==> config.mk <==
export PLATFORM = sky130hd
export DESIGN_NAME = fetch_unpacker
export DESIGN_NICKNAME = d
export VERILOG_FILES = /design/src/rtl/fetch_unpacker.sv
export SDC_FILE = /design/constraint.sdc
export NUM_CORES = 1
export LEC_CHECK = 0
export ABC_CLOCK_PERIOD_IN_PS = 6900
export CORE_ASPECT_RATIO = 1.5
export CORE_UTILIZATION = 44
export DETAILED_ROUTE_END_ITERATION = 8
export MAX_ROUTING_LAYER = met4
export PLACE_DENSITY = 0.72
export RECOVER_POWER = 25
export SYNTH_ARGS = -nofsm -noshare
export SYNTH_HDL_FRONTEND = slang
export SYNTH_SLANG_ARGS = --single-unit
==> constraint.sdc <==
create_clock -name clk -period 6.9 [get_ports clk]
set_input_delay 1.38 -clock clk [delete_from_list [all_inputs] [get_ports clk]]
set_output_delay 1.38 -clock clk [all_outputs]
set_load 0.03 [all_outputs]
==> src/rtl/fetch_unpacker.sv <==
// Fetch unit: requests 64-bit lines, splits them into 32-bit instructions and queues them for decode.
// Optional FETCH_ILLEGAL_EN adds a per-entry instr_illegal flag (low two bits not 2'b11).
module fetch_unpacker #(
  parameter logic [63:0] RESET_PC = 64'h0000_0000_0000_0000,
  parameter int unsigned DEPTH    = 4
) (
  input  logic        clk,
  input  logic        reset,
  input  logic        redirect,
  input  logic [63:0] redirect_pc,
  output logic        fetch_req,
  output logic [63:0] fetch_addr,
  input  logic        fetch_gnt,
  input  logic        rdata_valid,
  input  logic [63:0] rdata,
  output logic        instr_valid,
  output logic [31:0] instr,
  output logic [63:0] instr_pc,
  input  logic        instr_ready
`ifdef FETCH_ILLEGAL_EN
  ,
  output logic        instr_illegal
`endif
);

  localparam int unsigned PtrW = (DEPTH > 1) ? $clog2(DEPTH) : 1;
  localparam int unsigned CntW = $clog2(DEPTH + 1);

  typedef enum logic [1:0] {StReq, StWait, StDrop} state_e;

  state_e            state_q, state_d;
  logic [63:2]       pc_q, pc_d;
  logic [PtrW-1:0]   wr_ptr_q, wr_ptr_d, rd_ptr_q, rd_ptr_d, widx1;
  logic [CntW-1:0]   count_q, count_d;
  logic [31:0]       instr_mem [DEPTH];
  logic [63:2]       pc_mem    [DEPTH];
  logic              push0, push1, pop;
  logic [1:0]        n_push;
  logic              unused_pc_lsbs;

  assign unused_pc_lsbs = ^redirect_pc[1:0];

  always_ff @(posedge clk) begin
    if (reset) begin
      state_q  <= StReq;
      pc_q     <= RESET_PC[63:2];
      wr_ptr_q <= '0;
      rd_ptr_q <= '0;
      count_q  <= '0;
    end else begin
      state_q  <= state_d;
      pc_q     <= pc_d;
      wr_ptr_q <= wr_ptr_d;
      rd_ptr_q <= rd_ptr_d;
      count_q  <= count_d;
    end
  end

  // A response arriving together with a redirect still retires the outstanding request.
  always_comb begin
    state_d = state_q;
    unique case (state_q)
      StReq:   if (fetch_req && fetch_gnt) state_d = redirect ? StDrop : StWait;
      StWait:  begin
        if (rdata_valid)   state_d = StReq;
        else if (redirect) state_d = StDrop;
      end
      StDrop:  if (rdata_valid) state_d = StReq;
      default: state_d = StReq;
    endcase
  end

  always_comb begin
    fetch_req  = !reset && (state_q == StReq) && (count_q <= CntW'(DEPTH - 2));
    fetch_addr = {pc_q[63:3], 3'b000};
  end

  // Datapath next state: pushes only from a live response, redirect flushes everything.
  always_comb begin
    push1  = (state_q == StWait) && rdata_valid;
    push0  = push1 && !pc_q[2];
    pop    = instr_valid && instr_ready;
    n_push = {1'b0, push0} + {1'b0, push1};
    widx1  = push0 ? wr_ptr_q + PtrW'(1) : wr_ptr_q;
    if (redirect) begin
      pc_d     = redirect_pc[63:2];
      wr_ptr_d = '0;
      rd_ptr_d = '0;
      count_d  = '0;
    end else begin
      pc_d     = push1 ? {pc_q[63:3] + 61'd1, 1'b0} : pc_q;
      wr_ptr_d = wr_ptr_q + PtrW'(n_push);
      rd_ptr_d = rd_ptr_q + PtrW'(pop);
      count_d  = count_q + CntW'(n_push) - CntW'(pop);
    end
  end

  always_ff @(posedge clk) begin
    if (!reset && !redirect) begin
      if (push0) begin
        instr_mem[wr_ptr_q] <= rdata[31:0];
        pc_mem[wr_ptr_q]    <= {pc_q[63:3], 1'b0};
      end
      if (push1) begin
        instr_mem[widx1] <= rdata[63:32];
        pc_mem[widx1]    <= {pc_q[63:3], 1'b1};
      end
    end
  end

  always_comb begin
    instr_valid = (count_q != '0);
    instr       = instr_valid ? instr_mem[rd_ptr_q] : 32'h0;
    instr_pc    = instr_valid ? {pc_mem[rd_ptr_q], 2'b00} : 64'h0;
  end

`ifdef FETCH_ILLEGAL_EN
  logic ill_mem [DEPTH];

  always_ff @(posedge clk) begin
    if (!reset && !redirect) begin
      if (push0) ill_mem[wr_ptr_q] <= (rdata[1:0] != 2'b11);
      if (push1) ill_mem[widx1]    <= (rdata[33:32] != 2'b11);
    end
  end

  assign instr_illegal = instr_valid && ill_mem[rd_ptr_q];
`endif

endmodule

==> impl_metrics.tcl <==
set metrics [dict create \
    status "finished with violations" \
    failed_checks "max-capacitance violations, max-slew violations" \
    grt_pass1_wl_um 79500 \
    initial_core_util_pct 44.6 \
    synth_top_cells_by_count "edfxtp_1, and2_1, mux2_2, mux4_2, clkbuf_1" \
    finalMaxSlewViolations 90 \
    ant_nets 0 \
    synth_cell_types 51 \
    root_buffer "clkbuf_16" \
    setup_viol 0 \
    fp.dieW_um 184 \
    p_int_mw 4.70 \
    insertion_delay_ps 550 \
    synth_cells 1590 \
    drc 0 \
    area_growth_pct 21.1 \
    postCtsSetupBuffers 0 \
    power.switching_mw 1.39 \
    core_area_um2 48800 \
    swShare_pct 22.8 \
    crit_type "in -> reg" \
    n_fill_cell 4127 \
    p_leak_nw 8.22 \
    cpMostUsedCell "clkbuf_1" \
    p_seq_share_pct 49.0 \
    place_congestion 0.811 \
    die_h_um 275 \
    hold_viol 0 \
    synth_ff_type "edfxtp_1" \
    yosysTopAreaCell "edfxtp_1" \
    setup-tns-final_ps 0 \
    end_kind "flip-flop" \
    synth_top_area_share_pct 51.3 \
    grt_start_max_net_pins 91 \
    crit_path_top_delay_cell "clkbuf_1" \
    yosys_register_bits 447 \
    wl_met3_um 3160 \
    cts_sinks 447 \
    syn-cell-area_um2 21800 \
    clk_pin_slew_ps 70 \
    top_layer "met4" \
    cp.arrival_ps 6020 \
    dr_wl_met2_um 27600 \
    cp_max_fo 53 \
    final.setup.worst_slack_ps 1290 \
    layout-drive-gt1-share_pct 17.6 \
    power.clock.fraction_pct 41.0 \
    seq_area_frac_synth_pct 58.2 \
    hpwl_um 33600 \
    drt_iter0_markers 706 \
    wirelength_um 52900 \
    power_density_nw_per_um2 231 \
    max_freq_mhz 178 \
    clock_path_buffers 3 \
    layout.nets 1923 \
    peakVddDrop_v 0.000168 \
    place_ws_ps 1910 \
    skew_ps 14.0 \
    slowest_delay_ps 1870 \
    drt_pass1_iterations 6 \
    yosys_warnings 0 \
    hold_path.class "reg -> reg" \
    row_count 99 \
    numCtsBuffers 43 \
    worst_pin_slew_ps 2560 \
    start_kind "input pin" \
    drt-vias-per-instance 5.40 \
    avgSynthCellArea_um2 13.7 \
    synth_edf_count 372 \
    num_vias 13400 \
    synth_async_sr_flop_share_pct 0 \
    cp_data_required_time_ps 7310 \
    cts_hold_buf 0 \
    place_area_um2 24900 \
    overflow 0 \
    routedWlPerCell_um 21.4 \
    cts_resized 0 \
    track_usage_pct 21.6 \
    h-tree-depth 2 \
    m1WireLength_um 20200 \
    antenna_found_initial 9 \
    relSlewSlack_pct -70.9 \
    max-cap-violations 2 \
    fin_crit_sh_pct 81.3 \
    power_frac_comb_pct 9.9 \
    portBuffers 288 \
    finalCriticalPeriod_ps 5610 \
    cts_tree "done" \
    synth.most_common_cell "edfxtp_1" \
    synthTopCellsByArea "edfxtp_1, mux4_2, and2_1" \
    die-area_um2 50400 \
    rsz0062_at_grt "false" \
    design_area_um2 26400 \
    path_cells "dlygate4sd3_1 -> clkbuf_1 -> inv_1 -> clkbuf_1 -> nor2_1 -> nand2_1 -> o21ai_0" \
    num_io_pins 296 \
    first_global_vias 13800 \
]
==> metrics by stage <==
| step | utilization, % | hold WS (ps) | std cells | total power [mW] |
|---|---|---|---|---|
| 2_1_floorplan | - | 422 | 1594 | 3.38 |
| 3_3_place_gp | 51.1 | 440 | 2391 | 3.65 |
| 3_5_place_dp | 51.1 | 453 | 2391 | 3.66 |
| 4_1_cts | 54.1 | 467 | 2468 | 6.15 |
| 5_1_grt | 54.1 | 488 | 2477 | 6.26 |
| 6_report | 54.1 | 464 | 2477 | 6.09 |
==> power groups by stage <==
stage	clock network (mW)	logic, mW	registers, mW
floorplan	0	0.365	3.02
global placement	0	0.609	3.04
detailed placement	0	0.616	3.04
CTS	2.55	0.618	2.99
global route	2.63	0.638	2.99
finish	2.50	0.605	2.98
==> cell type report <==
type                       instances  area (um^2)  area share [%]
timing repair buffer             309         3080            11.7
multi-input combinational        971         8270            31.3
tap                              656          821            3.11
sequential                       447        12700            48.1
clock inverter                    12          213           0.806
clock buffer                      65         1270            4.82
antenna                            9         22.5          0.0854
inverter                           8         30.0           0.114
==> routing by layer <==
layer  GRT usage [%]  vias up
met5               -        -
met4            8.73        0
met3            3.76      111
met2            37.8      402
met1            24.4     6714
li1                -     6145
==> logic make-up after synthesis <==
logic type      after synthesis  share of synthesized area (%)
simple gates                584                           15.4
flops                       447                           58.2
mux                         237                           17.0
buf+inv                     176                           4.20
compound gates               73                           2.09
xor+xnor                     63                           2.53
fa+ha+maj                     9                          0.551
other cells                   1                         0.0172
==> flip-flops by register name (all words and copies together), names as in the netlist <==
signal,cells
count_q,3
instr_mem,128
pc_mem,248
pc_q,62
rd_ptr_q,2
state_q,2
wr_ptr_q,2
==> worst paths after layout <==
| kind | start | endpoint | slack [ps] | depth (start not counted) |
|---|---|---|---|---|
| min reg2reg | pc_mem[0][0]$_SDFFE_PP1N_ | pc_mem[0][0]$_SDFFE_PP1N_ | 460 | 1 |
| max reg2reg | count_q[2]$_SDFF_PP0_ | count_q[2]$_SDFF_PP0_ | 3070 | 10 |
| max | redirect | pc_q[54]$_SDFFE_PP0P_ | 1290 | 7 |
| min | pc_mem[0][0]$_SDFFE_PP1N_ | pc_mem[0][0]$_SDFFE_PP1N_ | 460 | 1 |
==> layout by cell type, fill, tap and decap left out, drive strengths merged, types with 19 or more instances in the layout <==
| cell | Yosys | layout |
|---|---|---|
| a211oi | 23 | 23 |
| a21oi | 33 | 33 |
| and2 | 335 | 335 |
| clkbuf | 84 | 70 |
| clkdlybuf4s50 | 0 | 224 |
| dfxtp | 75 | 75 |
| dlygate4sd3 | 0 | 63 |
| edfxtp | 372 | 372 |
| mux2 | 128 | 128 |
| mux4 | 94 | 94 |
| nand2 | 54 | 54 |
| nand3 | 28 | 28 |
| nor2 | 73 | 73 |
| nor3 | 19 | 19 |
| xnor2 | 41 | 41 |
| xor2 | 22 | 22 |
==> critical path, delay by kind of cell <==
| family | cells | cell delay [ps] |
|---|---|---|
| AOI/OAI and AO/OA | 1 | 100 |
| buffers and inverters | 4 | 4010 |
| and+or+nand+nor | 2 | 450 |
No activity file was read; power rests on OpenSTA's default activity.
